<file path="src/rtl/calc_key_sequencer_if.sv">
// calc_key_sequencer_if: keypad, datapath and display signals of the calculator sequencer.
// master = keypad/datapath environment side, slave = sequencer side.
interface calc_key_sequencer_if #(parameter int MAX_DIGITS = 3);
    logic                    key_valid;
    logic [7:0]              key_code;
    logic                    key_ready;
    logic [4*MAX_DIGITS-1:0] num1;
    logic [2:0]              cnt1;
    logic [4*MAX_DIGITS-1:0] num2;
    logic [2:0]              cnt2;
    logic [7:0]              sym;
    logic                    start;
    logic                    done;
    logic [11:0]             result;
    logic [11:0]             disp;
    logic                    err;
    logic                    busy;
    modport master (
        output key_valid, key_code, done, result,
        input  key_ready, num1, cnt1, num2, cnt2, sym, start, disp, err, busy
    );
    modport slave (
        input  key_valid, key_code, done, result,
        output key_ready, num1, cnt1, num2, cnt2, sym, start, disp, err, busy
    );
endinterface

</file>
<file path="src/rtl/calc_key_sequencer.sv">
// calc_key_sequencer: keypad front end building BCD operands, launching the datapath and driving the display.
// Optional macro CALC_CHAIN_EN: an operator in SHOW chains the result in as operand A.
module calc_key_sequencer #(
    parameter int MAX_DIGITS  = 3,
    parameter int TIMEOUT_CYC = 1024
) (
    input logic                 clk,
    input logic                 rst,
    calc_key_sequencer_if.slave bus
);
    localparam int W = 4 * MAX_DIGITS;
    localparam int TW = $clog2(TIMEOUT_CYC) + 1;
    localparam logic [2:0] MAXC = 3'(MAX_DIGITS);
    localparam logic [TW-1:0] TLAST = TW'(TIMEOUT_CYC - 1);
`ifdef CALC_CHAIN_EN
    localparam logic [2:0] CHAINC = (MAX_DIGITS < 3) ? 3'(MAX_DIGITS) : 3'd3;
`endif
    typedef enum logic [2:0] {IDLE, OPA, OPB, EXEC, WAIT, SHOW, ERR} state_t;
    state_t        r_state, w_state_n;
    logic [W-1:0]  r_num1, r_num2, w_num1_n, w_num2_n;
    logic [2:0]    r_cnt1, r_cnt2, w_cnt1_n, w_cnt2_n;
    logic [7:0]    r_sym, w_sym_n;
    logic [11:0]   r_disp, w_disp_n;
    logic [TW-1:0] r_tmo, w_tmo_n;
    logic          r_start, r_err, r_busy;
    logic          w_ready, w_acc, w_dig, w_op, w_eq, w_clr;
    logic [W-1:0]  w_d, w_app1, w_app2;
    assign w_ready = !(r_state == EXEC || r_state == WAIT);
    assign w_acc   = bus.key_valid && w_ready;
    assign w_dig   = w_acc && bus.key_code >= 8'h30 && bus.key_code <= 8'h39;
    assign w_op    = w_acc && bus.key_code >= 8'h61 && bus.key_code <= 8'h64;
    assign w_eq    = w_acc && bus.key_code == 8'h65;
    assign w_clr   = w_acc && bus.key_code == 8'h66;
    assign w_d     = W'(bus.key_code[3:0]);
    assign w_app1  = W'({r_num1, 4'h0}) | w_d;
    assign w_app2  = W'({r_num2, 4'h0}) | w_d;
    always_comb begin
        w_state_n = r_state;
        w_num1_n  = r_num1;
        w_num2_n  = r_num2;
        w_cnt1_n  = r_cnt1;
        w_cnt2_n  = r_cnt2;
        w_sym_n   = r_sym;
        w_tmo_n   = r_tmo;
        if (w_clr) begin
            w_state_n = IDLE;
            w_num1_n  = '0;
            w_num2_n  = '0;
            w_cnt1_n  = '0;
            w_cnt2_n  = '0;
            w_sym_n   = '0;
            w_tmo_n   = '0;
        end else begin
            case (r_state)
                IDLE: if (w_dig) begin
                    w_num1_n  = w_d;
                    w_cnt1_n  = 3'd1;
                    w_state_n = OPA;
                end
                OPA: begin
                    if (w_dig && r_cnt1 < MAXC) begin
                        w_num1_n = w_app1;
                        w_cnt1_n = r_cnt1 + 3'd1;
                    end
                    if (w_op) begin
                        w_sym_n   = bus.key_code;
                        w_num2_n  = '0;
                        w_cnt2_n  = '0;
                        w_state_n = OPB;
                    end
                end
                OPB: begin
                    if (w_dig && r_cnt2 < MAXC) begin
                        w_num2_n = w_app2;
                        w_cnt2_n = r_cnt2 + 3'd1;
                    end
                    if (w_op && r_cnt2 == 3'd0) w_sym_n = bus.key_code;
                    // divide by zero is caught here so the datapath never sees it
                    if (w_eq && r_cnt2 != 3'd0)
                        w_state_n = (r_sym == 8'h64 && r_num2 == '0) ? ERR : EXEC;
                end
                EXEC: begin
                    w_tmo_n   = '0;
                    w_state_n = WAIT;
                end
                WAIT: begin
                    if (bus.done) w_state_n = SHOW;
                    else if (r_tmo == TLAST) w_state_n = ERR;
                    else w_tmo_n = r_tmo + TW'(1);
                end
                SHOW: begin
                    if (w_dig) begin
                        w_num1_n  = w_d;
                        w_cnt1_n  = 3'd1;
                        w_num2_n  = '0;
                        w_cnt2_n  = '0;
                        w_sym_n   = '0;
                        w_state_n = OPA;
                    end
`ifdef CALC_CHAIN_EN
                    if (w_op) begin
                        w_num1_n  = W'(bus.result);
                        w_cnt1_n  = CHAINC;
                        w_sym_n   = bus.key_code;
                        w_num2_n  = '0;
                        w_cnt2_n  = '0;
                        w_state_n = OPB;
                    end
`endif
                end
                default: ;
            endcase
        end
    end
    // display follows the next-state values so the registered disp is current with the state
    assign w_disp_n = (w_state_n == ERR)  ? 12'hEEE :
                      (w_state_n == IDLE) ? 12'h000 :
                      (w_state_n == OPA)  ? 12'(w_num1_n) :
                      (w_state_n == OPB)  ? ((w_cnt2_n != 3'd0) ? 12'(w_num2_n) : 12'(w_num1_n)) :
                      (r_state == WAIT && bus.done) ? bus.result : r_disp;
    always_ff @(posedge clk or posedge rst) begin
        if (rst) begin
            r_state <= IDLE;
            r_num1  <= '0;
            r_num2  <= '0;
            r_cnt1  <= '0;
            r_cnt2  <= '0;
            r_sym   <= '0;
            r_disp  <= '0;
            r_tmo   <= '0;
            r_start <= 1'b0;
            r_err   <= 1'b0;
            r_busy  <= 1'b0;
        end else begin
            r_state <= w_state_n;
            r_num1  <= w_num1_n;
            r_num2  <= w_num2_n;
            r_cnt1  <= w_cnt1_n;
            r_cnt2  <= w_cnt2_n;
            r_sym   <= w_sym_n;
            r_disp  <= w_disp_n;
            r_tmo   <= w_tmo_n;
            r_start <= w_state_n == EXEC;
            r_err   <= w_state_n == ERR;
            r_busy  <= w_state_n == EXEC || w_state_n == WAIT;
        end
    end
    assign bus.key_ready = w_ready;
    assign bus.num1      = r_num1;
    assign bus.num2      = r_num2;
    assign bus.cnt1      = r_cnt1;
    assign bus.cnt2      = r_cnt2;
    assign bus.sym       = r_sym;
    assign bus.disp      = r_disp;
    assign bus.start     = r_start;
    assign bus.err       = r_err;
    assign bus.busy      = r_busy;
endmodule

</file>
<file path="src/flat_wrapper.sv">
// flat-port wrapper written by rule: the top's interface ports become plain ports
module calc_key_sequencer_flat 
#(
    parameter int MAX_DIGITS  = 3,
    parameter int TIMEOUT_CYC = 1024
)
  (clk, rst, bus_key_valid, bus_key_code, bus_done, bus_result, bus_key_ready, bus_num1, bus_cnt1, bus_num2, bus_cnt2, bus_sym, bus_start, bus_disp, bus_err, bus_busy);
  calc_key_sequencer_if #(.MAX_DIGITS(MAX_DIGITS)) bus_i ();
  input logic clk;
  input logic rst;
  input wire logic [$bits(bus_i.key_valid)-1:0] bus_key_valid;
  input wire logic [$bits(bus_i.key_code)-1:0] bus_key_code;
  input wire logic [$bits(bus_i.done)-1:0] bus_done;
  input wire logic [$bits(bus_i.result)-1:0] bus_result;
  output wire logic [$bits(bus_i.key_ready)-1:0] bus_key_ready;
  output wire logic [$bits(bus_i.num1)-1:0] bus_num1;
  output wire logic [$bits(bus_i.cnt1)-1:0] bus_cnt1;
  output wire logic [$bits(bus_i.num2)-1:0] bus_num2;
  output wire logic [$bits(bus_i.cnt2)-1:0] bus_cnt2;
  output wire logic [$bits(bus_i.sym)-1:0] bus_sym;
  output wire logic [$bits(bus_i.start)-1:0] bus_start;
  output wire logic [$bits(bus_i.disp)-1:0] bus_disp;
  output wire logic [$bits(bus_i.err)-1:0] bus_err;
  output wire logic [$bits(bus_i.busy)-1:0] bus_busy;
  assign bus_i.key_valid = bus_key_valid;
  assign bus_i.key_code = bus_key_code;
  assign bus_i.done = bus_done;
  assign bus_i.result = bus_result;
  assign bus_key_ready = bus_i.key_ready;
  assign bus_num1 = bus_i.num1;
  assign bus_cnt1 = bus_i.cnt1;
  assign bus_num2 = bus_i.num2;
  assign bus_cnt2 = bus_i.cnt2;
  assign bus_sym = bus_i.sym;
  assign bus_start = bus_i.start;
  assign bus_disp = bus_i.disp;
  assign bus_err = bus_i.err;
  assign bus_busy = bus_i.busy;
  calc_key_sequencer #(.MAX_DIGITS(MAX_DIGITS), .TIMEOUT_CYC(TIMEOUT_CYC)) u_core (.clk(clk), .rst(rst), .bus(bus_i));
endmodule
</file>
<file path="config.mk">
export PLATFORM = sky130hd
export DESIGN_NAME = calc_key_sequencer_flat
export DESIGN_NICKNAME = d
export VERILOG_FILES = /design/src/rtl/calc_key_sequencer_if.sv /design/src/rtl/calc_key_sequencer.sv /design/src/flat_wrapper.sv
export SDC_FILE = /design/constraint.sdc
export NUM_CORES = 1
export LEC_CHECK = 0
export CAP_MARGIN = 20
export CORE_MARGIN = 3
export CORE_UTILIZATION = 55
export DETAILED_ROUTE_END_ITERATION = 6
export GPL_ROUTABILITY_DRIVEN = 0
export PLACE_DENSITY = 0.85
export SLEW_MARGIN = 20
export SYNTH_ARGS = -nofsm -noshare
export SYNTH_HDL_FRONTEND = slang
export SYNTH_SLANG_ARGS = --single-unit
</file>
<file path="constraint.sdc">
create_clock -name clk -period 8.4 [get_ports clk]
set_clock_uncertainty 0.15 [all_clocks]
set_input_delay 1.68 -clock clk [delete_from_list [all_inputs] [get_ports clk]]
set_output_delay 1.68 -clock clk [all_outputs]
set_load 0.01 [all_outputs]
</file>
==> flow_metrics.py <==
metrics = {
    "final_layout": {
        "seq_area_sq_um": 1677,
        "final_common_cell": "clkdlybuf4s50_1",
        "diodes": 0,
        "area_growth_pct": 27.74,
        "multi_input_comb_area_sq_um": 1891,
        "mostFrequentLayoutCells": "77 x clkdlybuf4s50_1, 67 x dfrtp_1, 35 x nand2_1",
        "nets": 478,
        "num-fill-cells": 466,
        "fin_util_pct": 73.39,
        "drive_gt1_share_pct": 12.11,
    },
    "floorplan": {
        "start_util_pct": 57.45,
        "core_area_sq_um": 6422,
        "fp.dieW_microns": 87.91,
        "design.portCount": 78,
        "std_cell_rows": 29,
        "fp.dieArea_sq_um": 7727,
        "die_y_microns": 87.91,
    },
    "yosys": {
        "synthCells": 377,
        "netlist_area_sq_um": 3690,
        "ys_ff_latch": 67,
        "synth_edf_count": 0,
        "yosys_warnings": 0,
        "ys_seq_area_share_pct": 45.44,
        "syn_avg_cell_area_sq_um": 9.787,
        "synth_ff_type": "dfrtp_1",
        "async_reset_ff_share_pct": 100.0,
        "synth.distinct_cells": 64,
        "syn_nets": 405,
    },
    "drt": {
        "vias_per_cell": 6.331,
        "remaining_drc_errors": 0,
        "num_vias": 3362,
        "drt_iter0_markers": 226,
        "ant_nets": 0,
        "routed_wl_microns": 10270,
        "dr.pass1.iters": 5,
        "routedWlPerCell_microns": 19.34,
    },
    "timing": {
        "worst_pin_slew_ns": 1.044,
        "fin_tns_setup_ns": 0,
        "fin_crit_sh_pct": 60.59,
        "finalHoldViolCount": 0,
        "fin_crit_ns": 5.090,
        "finalMaxSlewViolations": 0,
        "max_freq_mhz": 196.5,
        "setup_slack_ns": 3.310,
        "rsz0062_at_grt": "false",
        "maxSlewHeadroom_pct": 30.02,
        "setup_viol": 0,
        "whs_ns": 0.3663,
    },
    "clocking": {
        "max-clock-path-buffers": 2,
        "cts_tree": "yes",
        "clk_pin_slew_worst_paths_ns": 0.07,
        "insertion_delay_ns": 0.35,
        "cts_resized": 0,
        "cts.sinks": 67,
        "h-tree-depth": 3,
        "cts_hold_buf": 0,
        "cts_buffers": 9,
        "cts_setup_buffers": 0,
        "cts_root_buffer": "clkbuf_8",
    },
    "global_routing": {
        "track_usage_pct": 28.05,
        "grt_max_degree": 68,
        "grt_pass1_vias": 3263,
        "grt_overflow_total": 0,
        "grt_first_pass_wirelength_microns": 16530,
        "antenna_found_initial": 0,
    },
    "worst_setup_path": {
        "start_kind": "primary input",
        "rrSetupSlack_ns": 4.42,
        "crit_path_end_kind": "register",
        "path_max_fanout": 24,
        "r2r_end": "u_core.bus.disp[9]",
        "ff2ff_path_depth": 8,
        "r2r-start": "u_core.r_state[0]",
        "cp.required_ns": 8.45,
        "crit_type": "primary input to register",
        "worstPathArrival_ns": 5.14,
    },
    "job": {
        "maxCapViolations": 0,
    },
    "worst_hold_path": {
        "min-delay-start": "u_core.r_tmo[1]",
        "min_delay_worst_endpoint": "u_core.r_tmo[1]",
        "min_path_type": "register to register",
        "hold-path-cell-count": 2,
    },
    "status": {
        "outcome": "finished clean",
    },
    "pwr": {
        "p_leak_uw": 0.002067,
        "ir_drop_v": 0.0001571,
        "power_density_nw_per_um2": 257.6,
    },
    "placed_design": {
        "port_buffers": 77,
        "post-place-ws_ns": 2.982,
        "dp_hpwl_microns": 7281,
    },
}
-- metrics by stage --
step	total power [uW]	area, sq um	std cells
after floorplan	742.1	3690	377
after global placement	896.5	4493	516
after detailed placement	915.1	4493	516
after CTS	1214	4708	531
after global routing	1279	4713	531
final	1214	4713	531
-- cells by family after synthesis --
kind of cell | Yosys count | synth area share, %
flip-flops | 67 | 45.44
buffers and inverters | 30 | 3.459
XOR/XNOR | 1 | 0.2374
AND/OR/NAND/NOR | 154 | 24.04
adder cells (fa/ha/maj) | 4 | 1.356
multiplexers | 9 | 2.442
AO/OA/AOI/OAI | 112 | 23.03
-- worst max-delay path by stage --
stage | slack (ns) | endpoint | startpoint | depth (start not counted)
2_1_floorplan | 4.57 | u_core.bus.disp[0] | bus_key_code[1] | 10
3_3_place_gp | 3.14 | u_core.bus.disp[2] | bus_key_code[2] | 9
3_5_place_dp | 2.98 | u_core.bus.disp[9] | bus_key_code[2] | 9
4_1_cts | 3.36 | u_core.bus.disp[9] | bus_key_code[2] | 9
5_1_grt | 3.10 | u_core.bus.disp[6] | bus_key_code[2] | 9
6_report | 3.31 | u_core.bus.disp[9] | bus_key_code[2] | 9
-- metal layers --
layer  vias up  part of all wire [%]  global-route usage, %
li1       1553                     -                      -
met1      1626                    42                  36.07
met2       159                    49                  46.44
met3        24                   7.2                  5.833
met4         0                   1.8                  11.02
met5         -                     0                      0
-- sequential cells by signal (all words and copies together), names as in the netlist --
register          cells
u_core.bus.disp      12
u_core.bus.num1      12
u_core.bus.num2      12
u_core.r_tmo         11
u_core.bus.sym        8
u_core.bus.cnt1       3
u_core.bus.cnt2       3
u_core.r_state        3
u_core.bus.busy       1
u_core.bus.err        1
u_core.bus.start      1
-- area by class of cell --
| type | count | share of cell area [%] |
|---|---|---|
| flip-flops and latches | 67 | 35.57 |
| well taps | 77 | 2.044 |
| inverters | 13 | 1.035 |
| clock inverters | 5 | 1.646 |
| repair buffers | 79 | 16.67 |
| multi-input cells | 280 | 40.11 |
| clock buffers | 10 | 2.920 |
-- worst max-delay path, stage by stage --
cell	delay (ns)
clkdlybuf4s50_1	0.63
nor4bb_1	0.31
and4_1	0.28
nor2b_4	0.52
a21oi_2	0.20
a21o_1	0.25
nor3_2	0.83
mux2i_1	0.33
a211oi_2	0.10
-- Yosys cell counts (all sizes together) (10+ instances only) --
master | count | area share, %
dfrtp | 67 | 45
nor2 | 37 | 4.4
nand2 | 35 | 3.6
o21ai | 26 | 3.7
inv | 13 | 1.3
a211oi | 12 | 3.7
a21oi | 12 | 1.8
a22oi | 11 | 2.2
buf | 11 | 1.5
nand3 | 11 | 1.6
nor3 | 11 | 1.9
a22o | 10 | 2.4
and3 | 10 | 1.7
-- report_power, final --
part / total, uW / internal, uW / switching [uW]
Clock: 299 / 173 / 126
Sequential: 432 / 375 / 57.2
Combinational: 484 / 209 / 274
Total: 1210 / 757 / 458
Power figures use the tool's default switching activity.
